`config.mk`:
```
export PLATFORM = sky130hd
export DESIGN_NAME = pipe_addsub_flat
export DESIGN_NICKNAME = d
export VERILOG_FILES = /design/src/rtl/pipe_addsub_pkg.sv /design/src/rtl/pipe_addsub_if.sv /design/src/rtl/pipe_addsub_cla_chunk.sv /design/src/rtl/pipe_addsub.sv /design/src/flat_wrapper.sv
export SDC_FILE = /design/constraint.sdc
export NUM_CORES = 1
export LEC_CHECK = 0
export CAP_MARGIN = 20
export CORE_MARGIN = 4
export CORE_UTILIZATION = 35
export CTS_BUF_LIST = sky130_fd_sc_hd__clkbuf_4
export DETAILED_ROUTE_END_ITERATION = 7
export PLACE_DENSITY = 0.56
export RECOVER_POWER = 100
export SLEW_MARGIN = 20
export SYNTH_ARGS = -nofsm -noshare
export SYNTH_HDL_FRONTEND = slang
export SYNTH_SLANG_ARGS = --single-unit
```
`constraint.sdc`:
```
create_clock -name clk -period 3.04 [get_ports clk]
set_clock_uncertainty 0.15 [all_clocks]
set_input_delay 0.456 -clock clk [delete_from_list [all_inputs] [get_ports clk]]
set_output_delay 0.456 -clock clk [all_outputs]
set_load 0.02 [all_outputs]
```
`src/rtl/pipe_addsub_pkg.sv`:
```
// Shared types and configuration helpers for the pipelined adder/subtractor.
package adder_pkg;

  typedef enum logic {
    OP_ADD = 1'b0,
    OP_SUB = 1'b1
  } op_e;

  function automatic bit cfg_ok(input int width, input int chunk);
    return (chunk >= 1) && (width >= chunk) && ((width % chunk) == 0);
  endfunction

endpackage

```
`src/rtl/pipe_addsub_if.sv`:
```
// Operand/result valid-ready streams of pipe_addsub.
interface pipe_addsub_if #(
  parameter int WIDTH = 32
);
  logic             in_valid;
  logic             in_ready;
  logic [WIDTH-1:0] in_a;
  logic [WIDTH-1:0] in_b;
  logic             in_cin;
  logic             in_op;
  logic             out_valid;
  logic             out_ready;
  logic [WIDTH-1:0] out_sum;
  logic             out_cout;
  logic             out_ovf;
  logic             out_zero;

  modport slave (
    input  in_valid, in_a, in_b, in_cin, in_op, out_ready,
    output in_ready, out_valid, out_sum, out_cout, out_ovf, out_zero
  );

  modport master (
    output in_valid, in_a, in_b, in_cin, in_op, out_ready,
    input  in_ready, out_valid, out_sum, out_cout, out_ovf, out_zero
  );
endinterface

```
`src/rtl/pipe_addsub_cla_chunk.sv`:
```
// Combinational CHUNK-bit carry-lookahead slice; also exposes the carry into
// its MSB so the final stage can form the signed-overflow flag.
module cla_chunk #(
  parameter int CHUNK = 8
) (
  input  logic [CHUNK-1:0] a,
  input  logic [CHUNK-1:0] b,
  input  logic             cin,
  output logic [CHUNK-1:0] sum,
  output logic             cout,
  output logic             c_msb_in
);

  logic [CHUNK-1:0] g;
  logic [CHUNK-1:0] p;
  logic [CHUNK:0]   c;
  logic             grp_g;
  logic             grp_p;

  assign g = a & b;
  assign p = a ^ b;

  // Each carry is the group generate/propagate of bits [i:0] applied to cin.
  always_comb begin
    c     = '0;
    grp_g = 1'b0;
    grp_p = 1'b1;
    c[0]  = cin;
    for (int i = 0; i < CHUNK; i++) begin
      grp_g = 1'b0;
      grp_p = 1'b1;
      for (int j = 0; j <= i; j++) begin
        grp_g = g[j] | (p[j] & grp_g);
        grp_p = grp_p & p[j];
      end
      c[i+1] = grp_g | (grp_p & cin);
    end
  end

  assign sum      = p ^ c[CHUNK-1:0];
  assign cout     = c[CHUNK];
  assign c_msb_in = c[CHUNK-1];

endmodule

```
`src/rtl/pipe_addsub.sv`:
```
// Pipelined WIDTH-bit adder/subtractor: one CHUNK-bit lookahead per stage,
// carries passed between stages through registers, global valid/ready stall.
module pipe_addsub
  import adder_pkg::*;
#(
  parameter int WIDTH = 32,
  parameter int CHUNK = 8
) (
  input logic          clk,
  input logic          rst_n,
  pipe_addsub_if.slave bus
);

  localparam int STAGES = WIDTH / CHUNK;
  localparam int LAST   = STAGES - 1;

  if (!cfg_ok(WIDTH, CHUNK)) begin : g_bad_cfg
    $error("pipe_addsub: WIDTH must be a non-zero multiple of CHUNK");
  end

  op_e op;
  logic adv;

  logic [STAGES-1:0][WIDTH-1:0] a_q, b_q, s_q;
  logic [STAGES-1:0][WIDTH-1:0] a_in, b_in, s_in, s_nx;
  logic [STAGES-1:0]            c_q, v_q, c_in, v_in;
  logic [STAGES-1:0][CHUNK-1:0] sum_c;
  logic [STAGES-1:0]            cout_c, cmsb_c;
  logic                         ovf_q, zero_q;
  logic                         unused_bits;

  assign op  = op_e'(bus.in_op);
  assign adv = ~v_q[LAST] | bus.out_ready;

  for (genvar k = 0; k < STAGES; k++) begin : g_stage
    if (k == 0) begin : g_head
      assign a_in[k] = bus.in_a;
      assign b_in[k] = (op == OP_SUB) ? ~bus.in_b : bus.in_b;
      assign c_in[k] = (op == OP_SUB) ? 1'b1 : bus.in_cin;
      assign s_in[k] = '0;
      assign v_in[k] = bus.in_valid;
    end else begin : g_body
      assign a_in[k] = a_q[k-1];
      assign b_in[k] = b_q[k-1];
      assign c_in[k] = c_q[k-1];
      assign s_in[k] = s_q[k-1];
      assign v_in[k] = v_q[k-1];
    end

    cla_chunk #(.CHUNK(CHUNK)) u_cla (
      .a        (a_in[k][k*CHUNK +: CHUNK]),
      .b        (b_in[k][k*CHUNK +: CHUNK]),
      .cin      (c_in[k]),
      .sum      (sum_c[k]),
      .cout     (cout_c[k]),
      .c_msb_in (cmsb_c[k])
    );

    // Bits at and above this chunk are still zero in the partial sum.
    assign s_nx[k] = s_in[k] | (WIDTH'(sum_c[k]) << (k * CHUNK));
  end

  always_ff @(posedge clk or negedge rst_n) begin
    if (!rst_n) begin
      a_q    <= '0;
      b_q    <= '0;
      s_q    <= '0;
      c_q    <= '0;
      v_q    <= '0;
      ovf_q  <= 1'b0;
      zero_q <= 1'b0;
    end else if (adv) begin
      a_q    <= a_in;
      b_q    <= b_in;
      s_q    <= s_nx;
      c_q    <= cout_c;
      v_q    <= v_in;
      ovf_q  <= cout_c[LAST] ^ cmsb_c[LAST];
      zero_q <= ~|s_nx[LAST];
    end
  end

  assign bus.in_ready  = adv;
  assign bus.out_valid = v_q[LAST];
  assign bus.out_sum   = s_q[LAST];
  assign bus.out_cout  = c_q[LAST];
  assign bus.out_ovf   = ovf_q;
  assign bus.out_zero  = zero_q;

  // Already-consumed operand slices are deliberately left dangling.
  assign unused_bits = ^{a_q, b_q, cmsb_c};

endmodule

```
`src/flat_wrapper.sv`:
```
// flat-port wrapper written by rule: the top's interface ports become plain ports
module pipe_addsub_flat import adder_pkg::*;
#(
  parameter int WIDTH = 32,
  parameter int CHUNK = 8
)
  (clk, rst_n, bus_in_valid, bus_in_a, bus_in_b, bus_in_cin, bus_in_op, bus_out_ready, bus_in_ready, bus_out_valid, bus_out_sum, bus_out_cout, bus_out_ovf, bus_out_zero);
  pipe_addsub_if #(.WIDTH(WIDTH)) bus_i ();
  input logic clk;
  input logic rst_n;
  input wire logic [$bits(bus_i.in_valid)-1:0] bus_in_valid;
  input wire logic [$bits(bus_i.in_a)-1:0] bus_in_a;
  input wire logic [$bits(bus_i.in_b)-1:0] bus_in_b;
  input wire logic [$bits(bus_i.in_cin)-1:0] bus_in_cin;
  input wire logic [$bits(bus_i.in_op)-1:0] bus_in_op;
  input wire logic [$bits(bus_i.out_ready)-1:0] bus_out_ready;
  output wire logic [$bits(bus_i.in_ready)-1:0] bus_in_ready;
  output wire logic [$bits(bus_i.out_valid)-1:0] bus_out_valid;
  output wire logic [$bits(bus_i.out_sum)-1:0] bus_out_sum;
  output wire logic [$bits(bus_i.out_cout)-1:0] bus_out_cout;
  output wire logic [$bits(bus_i.out_ovf)-1:0] bus_out_ovf;
  output wire logic [$bits(bus_i.out_zero)-1:0] bus_out_zero;
  assign bus_i.in_valid = bus_in_valid;
  assign bus_i.in_a = bus_in_a;
  assign bus_i.in_b = bus_in_b;
  assign bus_i.in_cin = bus_in_cin;
  assign bus_i.in_op = bus_in_op;
  assign bus_i.out_ready = bus_out_ready;
  assign bus_in_ready = bus_i.in_ready;
  assign bus_out_valid = bus_i.out_valid;
  assign bus_out_sum = bus_i.out_sum;
  assign bus_out_cout = bus_i.out_cout;
  assign bus_out_ovf = bus_i.out_ovf;
  assign bus_out_zero = bus_i.out_zero;
  pipe_addsub #(.WIDTH(WIDTH), .CHUNK(CHUNK)) u_core (.clk(clk), .rst_n(rst_n), .bus(bus_i));
endmodule
```
# == Yosys cells after proc, flatten, opt, wreduce, memory -nomap -nowiden ==
# Cells that the tools add are included.
# totals
ff_bits,306
latchBits,0
ramBits,0
mem_bits_ro,0
input_bits,70
output_inout_bits,37
elab_cells,185
mem_count,0
# op_classes
n_addsub,0
mul,0
n_div,0
order_cmp,0
n_eq_ne,0
shift,0
muxes,2
bitwise_logic,167
n_reduce_logical,2
# op_table
op,n
bitwise AND 1 bit,88
bitwise XOR 8 bit,8
bitwise OR 1 bit,61
bitwise AND 8 bit,4
2-to-1 mux 32 bit,1
inverter 32 bit,1
bitwise OR 32 x 24 -> 32 bit,1
bitwise OR 32 bit,1
OR reduction 32 bit,1
bitwise OR 8 x 16 -> 16 bit,1
zero test 1 bit,1
2-to-1 mux 1 bit,1
inverter 1 bit,1
bitwise XOR 1 bit,1

# == Depth between registers and ports, before layout ==
# Gate-level depths: netlist of run 1.
# logic_depth
depth_word,18
ltp_mapped,9
ltp_nobuf,7

# == Cells and area by module ==
# A second synthesis of run 1 with hierarchy kept.
# hier_totals
hier_cells,963
area_unflattened_um2,8768.4
# by_module_without_submodules
module,instances,cells_per_inst,area_per_inst_um2,seq_area_each_um2
pipe_addsub,1,807,7407.1,4654.5
cla_chunk,4,39,340.3,0.0

# == Least setup slack after synthesis of run 1 ==
# No wires, ideal clock.
# synth_path
path_kind,input -> register
startpoint,input port bus_in_op
endpoint,register u_core.s_q (netlist bit u_core.s_in[36])
setup_time_ns,0.095
arrival_time_ns,2.415
required_ns,2.795
path_slack_ns,0.379
stages,9
path_buffers,2
cell_sequence,buf_2 > buf_1 > xor2_1 > ha_1 > o211a_1 > o21a_1 > o21a_1 > o21a_1 > o31ai_1
# synth_between
elab_chain_len,10
elab_cells_between_ends,16
cone_classes,mux: 2; bitwise: 14
# synth_lines
element,line,rtl
start: declaration,flat_wrapper.sv:15,input wire logic [$bits(bus_i.in_op)-1:0] bus_in_op;
2-to-1 mux 32 bit,pipe_addsub.sv:38,assign b_in[k] = (op == OP_SUB) ? ~bus.in_b : bus.in_b;
bitwise XOR 8 bit or bitwise AND 8 bit (tied branches),"pipe_addsub_cla_chunk.sv:21, pipe_addsub_cla_chunk.sv:20",
bitwise AND 1 bit,pipe_addsub_cla_chunk.sv:33,grp_g = g[j] | (p[j] & grp_g);
bitwise OR 1 bit,pipe_addsub_cla_chunk.sv:33,
bitwise AND 1 bit,pipe_addsub_cla_chunk.sv:33,
bitwise OR 1 bit,pipe_addsub_cla_chunk.sv:33,
bitwise AND 1 bit,pipe_addsub_cla_chunk.sv:33,
bitwise OR 1 bit,pipe_addsub_cla_chunk.sv:33,
bitwise OR 1 bit,pipe_addsub_cla_chunk.sv:36,c[i+1] = grp_g | (grp_p & cin);
bitwise XOR 8 bit *,pipe_addsub_cla_chunk.sv:40,assign sum = p ^ c[CHUNK-1:0];
end signal: assignment,pipe_addsub.sv:75,s_q <= s_nx;
end: declaration,pipe_addsub.sv:24,"logic [STAGES-1:0][WIDTH-1:0] a_q, b_q, s_q;"
# Every way passes the cells marked *; elsewhere a longest branch is shown, timed or not.
# A chain may end at the register's enable or synchronous reset.

# == Worst setup path in the final report of run 1 ==
# layout_path
startpoint,register u_core.v_q[3]
endpoint,output port bus_in_ready
# layout_between
elab_chain_len,2
# layout_lines
element,line,rtl
start: declaration,pipe_addsub.sv:26,"logic [STAGES-1:0] c_q, v_q, c_in, v_in;"
start signal: assignment,pipe_addsub.sv:77,v_q <= v_in;
inverter 1 bit,pipe_addsub.sv:33,assign adv = ~v_q[LAST] | bus.out_ready;
bitwise OR 1 bit,pipe_addsub.sv:33,
end: declaration,flat_wrapper.sv:17,output wire logic [$bits(bus_i.in_ready)-1:0] bus_in_ready;
# Every way passes these cells.

==> results of run 1 <==
==> where the power goes <==
part	internal [mW]	leakage [nW]	switching [mW]
Combinational	1.78	2.46	2.39
Sequential	3.56	2.24	0.650
Clock	0.499	0.139	0.846
Total	5.84	4.84	3.88
==> cells in the mapped netlist <==
cell	number
sky130_fd_sc_hd__a2111oi_2	3
sky130_fd_sc_hd__a211o_1	1
sky130_fd_sc_hd__a211oi_1	4
sky130_fd_sc_hd__a21o_1	12
sky130_fd_sc_hd__a21oi_1	19
sky130_fd_sc_hd__a221o_1	1
sky130_fd_sc_hd__a311oi_1	2
sky130_fd_sc_hd__a41oi_2	1
sky130_fd_sc_hd__and2_1	2
sky130_fd_sc_hd__and3_1	4
sky130_fd_sc_hd__buf_1	6
sky130_fd_sc_hd__buf_2	4
sky130_fd_sc_hd__clkbuf_1	34
sky130_fd_sc_hd__dfrtp_1	186
sky130_fd_sc_hd__fa_1	4
sky130_fd_sc_hd__ha_1	32
sky130_fd_sc_hd__inv_1	5
sky130_fd_sc_hd__inv_2	1
sky130_fd_sc_hd__mux2_2	2
sky130_fd_sc_hd__nand2_1	427
sky130_fd_sc_hd__nand2b_1	4
sky130_fd_sc_hd__nand3_1	4
sky130_fd_sc_hd__nand4_1	1
sky130_fd_sc_hd__nor2_1	13
sky130_fd_sc_hd__nor2b_1	1
sky130_fd_sc_hd__nor3_1	10
sky130_fd_sc_hd__nor3b_1	2
sky130_fd_sc_hd__nor4_1	4
sky130_fd_sc_hd__nor4b_1	1
sky130_fd_sc_hd__o2111ai_1	1
sky130_fd_sc_hd__o211a_1	1
sky130_fd_sc_hd__o211ai_1	4
sky130_fd_sc_hd__o21a_1	6
sky130_fd_sc_hd__o21ai_0	36
sky130_fd_sc_hd__o21ai_1	2
sky130_fd_sc_hd__o21bai_1	1
sky130_fd_sc_hd__o22a_1	2
sky130_fd_sc_hd__o31a_1	3
sky130_fd_sc_hd__o31ai_1	18
sky130_fd_sc_hd__or2_2	5
sky130_fd_sc_hd__or3_1	1
sky130_fd_sc_hd__xnor2_1	34
sky130_fd_sc_hd__xor2_1	12
==> cell usage in the layout, fill, tap and decap left out, drive strengths merged, types with 3 or more instances in the layout <==
cell type,count
fa,4
and3,4
dlygate4sd3,38
a21oi,19
nor4,4
ha,32
nor2,13
o211ai,4
or2,5
buf,6
xor2,12
clkdlybuf4s50,67
a211oi,4
nand3,4
a2111oi,3
nand2,427
a21o,12
o31a,3
dfrtp,186
inv,9
clkinv,4
clkinvlp,5
xnor2,34
clkbuf,21
o21a,6
o31ai,18
nor3,10
nand2b,4
o21ai,38
==> layout make-up <==
| cell class | instances | area (um^2) |
|---|---|---|
| Antenna cell | 1 | 2.502 |
| Clock buffer | 18 | 135.1 |
| Clock inverter | 14 | 146.4 |
| Fill cell | 2458 | 13470 |
| Inverter | 6 | 25.02 |
| Multi-Input combinational cell | 680 | 3573 |
| Sequential cell | 186 | 4654 |
| Tap cell | 319 | 399.1 |
| Timing Repair Buffer | 114 | 1140 |
==> worst register-to-register path: cells and delay by family (launching register included) <==
family          cells  cell delay [ns]
compound gates      5             1.37
fa+ha+maj           1             0.30
flops               1             0.45
==> repair_timing <==
item | CTS | global route
endpoints found under the hold margin | 53 | 0
gates resized for setup | 0 | 0
hold buffers | 1 | 0
==> path summary, 6_finish.rpt <==
kind                            depth (start not counted)                   from                    end  slack (ns)
min in group asynchronous                               2                  rst_n        u_core.s_in[35]        0.63
worst max register to register                          6        u_core.b_in[40]        u_core.s_in[79]        0.66
worst min register to register                          2  u_core.bus.out_sum[4]  u_core.bus.out_sum[4]        0.33
worst max-delay path                                    3          u_core.v_q[3]           bus_in_ready        0.44
max in group asynchronous                               3                  rst_n        u_core.a_in[85]        0.69
worst min-delay path                                    3           bus_in_a[10]        u_core.a_in[42]        0.26
==> routing by layer <==
| metal | up-vias | global-route usage (%) | share of wire (%) |
|---|---|---|---|
| met3 | 12 | 2.801 | 3.3 |
| met1 | 2780 | 18.85 | 49 |
| met5 | - | 0 | 0.075 |
| met2 | 76 | 21.57 | 47 |
| met4 | 2 | 4.156 | 0.91 |
| li1 | 3157 | - | - |
==> cells by family after synthesis <==
logic type / Yosys count / synth area share (%)
adders and majority gates: 36 / 5.707
xor gates and xnor gates: 46 / 4.785
buffers and inverters: 50 / 2.289
AOI/OAI and AO/OA: 117 / 9.303
DFF: 186 / 55.28
muxes: 2 / 0.2675
and+or+nand+nor: 479 / 22.37
==> stage by stage <==
step	util (%)	worst slack [ns]	power [mW]
final	42.80	0.4413	9.727
after CTS	42.95	0.3794	10.04
after global routing	42.80	0.3102	10.65
after floorplan	-	0.3791	7.191
after detailed placement	41.71	0.3632	8.666
after global placement	41.71	0.4122	8.588
==> registers in the layout (all words and copies together) (netlist names) <==
name / cells
u_core.a_in: 48
u_core.b_in: 48
u_core.v_q: 4
u_core.bus.out_ovf: 1
u_core.bus.out_sum: 32
u_core.c_q: 4
u_core.bus.out_zero: 1
u_core.s_in: 48
==> insert_results.sql, run 1 <==
INSERT INTO impl_metrics (metric_group, metric, value, unit) VALUES
('timing', 'finalWorstPathRequiredPeriod', '2.599', 'ns'),
('clock_tree', 'cts.clk_slew.worst_paths', '0.16', 'ns'),
('outcome', 'outcome', 'finished clean', ''),
('place', 'place.detailed.hpwl', '11870', 'um'),
('setup_path', 'critical_path.max_stage_delay', '0.70', 'ns'),
('global_route', 'first_pass_grt_wire_length', '29320', 'um'),
('setup_path', 'crit_family', 'buffers and inverters', ''),
('clock_tree', 'maximum_root_to_sink_buffer_count', '2', ''),
('cells_and_area', 'final_layout_size_suffix_gt1_share', '5.108', '%'),
('clock_tree', 'insertion_delay', '0.55', 'ns'),
('cells_and_area', 'layout.cell_area.non_filler', '10080', 'um^2'),
('route', 'route.antenna.remaining_nets', '0', ''),
('setup_path', 'critical_path.endpoint_type', 'output port', ''),
('timing', 'setup-violations-final', '0', ''),
('place', 'placed_cells', '1304', ''),
('global_route', 'grt_pass1_vias', '5900', ''),
('logic_synthesis', 'synthesis.area_per_instance', '9.191', 'um^2'),
('route', 'firstDrtPassIters', '4', ''),
('power_and_ir_drop', 'p_leak', '4.841', 'nW'),
('logic_synthesis', 'synth.area.top_cells', 'sky130_fd_sc_hd__dfrtp_1, sky130_fd_sc_hd__nand2_1, sky130_fd_sc_hd__ha_1', ''),
('timing', 'final_hold_viols', '0', ''),
('logic_synthesis', 'seq_area_frac_synth', '55.28', '%'),
('die', 'io_pins', '107', ''),
('global_route', 'grt_usage', '13.58', '%'),
('setup_path', 'path_class', 'register to output port', ''),
('logic_synthesis', 'syn-instance-count', '916', ''),
('logic_synthesis', 'post_synthesis_cell_area', '8419', 'um^2'),
('setup_path', 'nature_of_the_critical_path_startpoint', 'register', ''),
('global_route', 'grt_max_degree', '217', ''),
('hold_path', 'timing.hold.worst.class', 'primary input to register', ''),
('timing', 'slew-limit-headroom', '2.563', '%'),
('setup_path', 'cp.arrival', '1.99', 'ns'),
('power_and_ir_drop', 'power.density', '965.3', 'nW/um^2'),
('timing', 'fmaxAchievable', '384.8', 'MHz'),
('global_route', 'grt_overflow_total', '0', ''),
('route', 'detail_route.drc_violations', '0', ''),
('die', 'dieHeight', '163.1', 'um'),
('route', 'num_vias', '6027', ''),
('cells_and_area', 'stdcell_count', '1338', ''),
('route', 'routed_wire_length_per_instance', '12.92', 'um'),
('timing', 'holdWs', '0.2564', 'ns'),
('clock_tree', 'postCtsSetupRepairBufs', '0', ''),
('route', 'detail_route.wirelength', '17290', 'um'),
('die', 'core.rowCount', '56', ''),
('cells_and_area', 'nNetsFinal', '1111', ''),
('logic_synthesis', 'synthesis.yosys.warnings', '0', ''),
('setup_path', 'crit_path_cell_trace', 'nor2b_4 -> inv_4 -> dlygate4sd3_1', ''),
('logic_synthesis', 'synth_fp_nets', '1022', ''),
('power_and_ir_drop', 'worst_ir_drop_vdd', '343.5', 'uV'),
('timing', 'tns', '0', 'ns'),
('job', 'max-cap-violations', '0', ''),
('clock_tree', 'cts_max_level', '4', ''),
('place', 'detailed_place.area', '9821', 'um^2'),
('global_route', 'grt_antenna_before_repair', '2', ''),
('logic_synthesis', 'netlist-cell-type-count', '43', ''),
('die', 'start_util', '35.76', '%'),
('place', 'port_buffers', '106', ''),
('clock_tree', 'cts_inserted_buffers', '17', ''),
('die', 'chipWidth', '163.1', 'um'),
('clock_tree', 'cts_sinks', '186', ''),
('die', 'core_area', '23540', 'um^2'),
('place', 'gpl.final_weighted_congestion', '0.7918', ''),
('clock_tree', 'cts_tree', 'built', ''),
('cells_and_area', 'flow.area_growth_from_synthesis', '19.68', '%'),
('timing', 'timing_worst_slew_pin_value', '1.462', 'ns'),
('logic_synthesis', 'largest_area_contributor_in_the_netlist', 'sky130_fd_sc_hd__dfrtp_1', ''),
('route', 'vias_per_cell', '4.504', ''),
('setup_path', 'critical_path_buf_inv_count', '2', ''),
('die', 'total_die_area', '26600', 'um^2'),
('logic_synthesis', 'synth_largest_type_area_fraction', '55.28', '%'),
('timing', 'final_min_period_over_clock_period', '85.48', '%'),
('logic_synthesis', 'seq_cells_post_synth', '186', ''),
('setup_path', 'worst_path_max_delay_cell', 'sky130_fd_sc_hd__dlygate4sd3_1', ''),
('setup_path', 'crit_fanout', '20', ''),
('clock_tree', 'cts.root.buffer_cell', 'sky130_fd_sc_hd__clkbuf_4', ''),
('timing', 'rsz0062_at_grt', 'false', ''),
('setup_path', 'worst-endpoint-required', '2.43', 'ns'),
('route', 'drt_iter0_drc', '327', ''),
('timing', 'maxSlewViolCount', '0', '');
(Power assumes the default switching activity.)
==> run 2, diff against run 1 <==
==> constraint.sdc (replaced) <==
create_clock -name clk -period 3.04 [get_ports clk]
set_clock_uncertainty 0.15 [all_clocks]
set_input_delay 0.608 -clock clk [delete_from_list [all_inputs] [get_ports clk]]
set_output_delay 0.608 -clock clk [all_outputs]
set_load 0.02 [all_outputs]
==> insert_results.sql, run 2 (synthesis gave the netlist of run 1 again) <==
INSERT INTO impl_metrics (metric_group, metric, value, unit) VALUES
('outcome', 'outcome', 'complete, but fails checks', ''),
('outcome', 'failed_checks', 'max-capacitance violations, max-slew violations', ''),
('hold_path', 'whs_path_depth', '2', ''),
('place', 'place.detailed.hpwl', '12120', 'um'),
('power_and_ir_drop', 'worst_ir_drop_vdd', '339.4', 'uV'),
('global_route', 'first_pass_grt_wire_length', '30730', 'um'),
('die', 'io_pins', '107', ''),
('setup_path', 'rrSetupSlack', '0.43', 'ns'),
('route', 'firstDrtPassIters', '4', ''),
('die', 'dieHeight', '163.1', 'um'),
('timing', 'finalWorstPathRequiredPeriod', '2.758', 'ns'),
('setup_path', 'nature_of_the_critical_path_startpoint', 'primary input', ''),
('clock_tree', 'cts_resized', '0', ''),
('power_and_ir_drop', 'combPwrFrac', '42.9', '%'),
('place', 'gpl.final_weighted_congestion', '0.7766', ''),
('route', 'vias_per_cell', '4.557', ''),
('cells_and_area', 'flow.area_growth_from_synthesis', '19.84', '%'),
('route', 'num_vias', '6107', ''),
('power_and_ir_drop', 'power.density', '964.9', 'nW/um^2'),
('setup_path', 'path_class', 'primary input to output port', ''),
('setup_path', 'crit-reg2reg-launch', 'u_core.c_q[2]', ''),
('power_and_ir_drop', 'switchingPower', '3.880', 'mW'),
('global_route', 'grt_overflow_total', '0', ''),
('route', 'top_layer_used', 'met4', ''),
('route', 'detail_route.drc_violations', '0', ''),
('timing', 'tns', '0', 'ns'),
('global_route', 'grt_antenna_before_repair', '2', ''),
('timing', 'setup-violations-final', '0', ''),
('cells_and_area', 'mostFrequentLayoutCells', 'sky130_fd_sc_hd__nand2_1, sky130_fd_sc_hd__dfrtp_1, sky130_fd_sc_hd__clkdlybuf4s50_1', ''),
('setup_path', 'reg2regPathDepth', '7', ''),
('timing', 'final_hold_viols', '0', ''),
('setup_path', 'crit_fanout', '4', ''),
('hold_path', 'timing.hold.worst.class', 'register to register', ''),
('cells_and_area', 'nNetsFinal', '1113', ''),
('cells_and_area', 'final_layout_size_suffix_gt1_share', '5.103', '%'),
('setup_path', 'critical_path.endpoint_type', 'output port', ''),
('route', 'drt_iter0_drc', '357', ''),
('setup_path', 'crit_path_start', 'bus_out_ready', ''),
('clock_tree', 'insertion_delay', '0.56', 'ns'),
('clock_tree', 'cts.clk_slew.worst_paths', '0.15', 'ns'),
('route', 'routed_wire_length_per_instance', '13.01', 'um'),
('route', 'route.antenna.remaining_nets', '0', ''),
('setup_path', 'worst_r2r_endpoint', 'u_core.bus.out_zero', ''),
('die', 'start_util', '35.76', '%'),
('timing', 'fmaxAchievable', '362.6', 'MHz'),
('route', 'm1WireLength', '8536', 'um'),
('die', 'core.rowCount', '56', ''),
('timing', 'slew-limit-headroom', '-5.341', '%'),
('setup_path', 'worst-endpoint-required', '2.28', 'ns'),
('route', 'met3_length', '490', 'um'),
('power_and_ir_drop', 'internal_power', '5.856', 'mW'),
('job', 'max-cap-violations', '1', ''),
('clock_tree', 'cts_tree', 'built', ''),
('global_route', 'grt_usage', '14.14', '%'),
('place', 'placement.setup.worst_slack', '0.1937', 'ns'),
('hold_path', 'hold_path_end', 'u_core.bus.out_sum[0]', ''),
('clock_tree', 'cts.root.buffer_cell', 'sky130_fd_sc_hd__clkbuf_4', ''),
('global_route', 'grt_max_degree', '130', ''),
('route', 'detail_route.wirelength', '17440', 'um'),
('hold_path', 'min_from', 'u_core.bus.out_sum[0]', ''),
('power_and_ir_drop', 'share_seq_of_total_power', '43.3', '%'),
('power_and_ir_drop', 'share_of_total_power_in_the_clock_network', '13.8', '%'),
('place', 'port_buffers', '106', ''),
('timing', 'maxSlewViolCount', '59', ''),
('die', 'core_area', '23540', 'um^2'),
('timing', 'postLayoutSetupSlackWorst', '0.2824', 'ns'),
('clock_tree', 'cts_sinks', '186', ''),
('timing', 'final_min_period_over_clock_period', '90.71', '%'),
('power_and_ir_drop', 'p_leak', '4.859', 'nW'),
('power_and_ir_drop', 'totalPowerFinal', '9.735', 'mW'),
('clock_tree', 'cts_max_level', '4', ''),
('setup_path', 'cp.arrival', '2.00', 'ns'),
('route', 'wl_met2', '8292', 'um'),
('global_route', 'grt_pass1_vias', '6119', ''),
('timing', 'timing_worst_slew_pin_value', '1.580', 'ns'),
('clock_tree', 'cts_inserted_buffers', '17', ''),
('cells_and_area', 'final_common_cell', 'sky130_fd_sc_hd__nand2_1', ''),
('power_and_ir_drop', 'switching_share', '39.85', '%'),
('die', 'total_die_area', '26600', 'um^2'),
('die', 'chipWidth', '163.1', 'um'),
('timing', 'rsz0062_at_grt', 'false', ''),
('clock_tree', 'maximum_root_to_sink_buffer_count', '2', '');
## run 2: area by class of cell
cell class                 count  area (um^2)
fill                        2426        13450
sequential                   186         4654
multi-input combinational    680         3566
timing repair buffer         116         1164
tap                          319        399.1
clock inverter                14        148.9
clock buffer                  17        127.6
inverter                       6        25.02
antenna                        2        5.005
## run 2: routing by layer
layer	track usage, %	vias to the layer above
met5	0	-
met4	3.317	0
met3	3.255	5
met2	22.06	77
met1	20.19	2852
li1	-	3173
## run 2: worst max-delay path by stage
| stage | end | cells after the start |
|---|---|---|
| 2_1_floorplan | u_core.s_in[36] | 9 |
| 3_3_place_gp | u_core.s_in[39] | 8 |
| 3_5_place_dp | u_core.s_in[39] | 8 |
| 4_1_cts | bus_in_ready | 3 |
| 5_1_grt | bus_in_ready | 3 |
| 6_report | bus_in_ready | 4 |
## run 2: repair_timing
| action | in CTS | in global routing |
|---|---|---|
| hold buffers | 1 | 0 |
| hold endpoints to repair | 57 | 0 |
| buffers inserted | 0 | 0 |
## run 2: critical path: stages
cell and delay, ns:
sky130_fd_sc_hd__clkdlybuf4s50_1 0.40, sky130_fd_sc_hd__nor2b_1 0.23, sky130_fd_sc_hd__inv_4 0.09, sky130_fd_sc_hd__dlygate4sd3_1 0.66
## run 2: power by group through the flow
stage	clock network, mW	registers, mW	logic (mW)
global route	1.51	4.39	4.85
floorplan	0	4.39	2.80
finish	1.34	4.22	4.18
CTS	1.41	4.25	4.40
detailed placement	0	4.31	4.38
global placement	0	4.29	4.32
## run 2: metrics by stage
stage,instance area (um^2),cells,hold WS (ns),util [%]
floorplan,8419,916,0.1624,-
global placement,9848,1306,0.2923,41.83
detailed placement,9848,1306,0.2952,41.83
CTS,10130,1338,0.3289,43.05
global route,10090,1340,0.3366,42.86
finish,10090,1340,0.3267,42.86
==> run 3, diff against run 2 <==
--- a/config.mk
+++ b/config.mk
@@ -12,7 +12,6 @@
 export DETAILED_ROUTE_END_ITERATION = 7
 export PLACE_DENSITY = 0.56
 export RECOVER_POWER = 100
-export SLEW_MARGIN = 20
 export SYNTH_ARGS = -nofsm -noshare
 export SYNTH_HDL_FRONTEND = slang
 export SYNTH_SLANG_ARGS = --single-unit
==> results of run 3 <==
Final layout, timing and power as in run 2 (identical DEF).
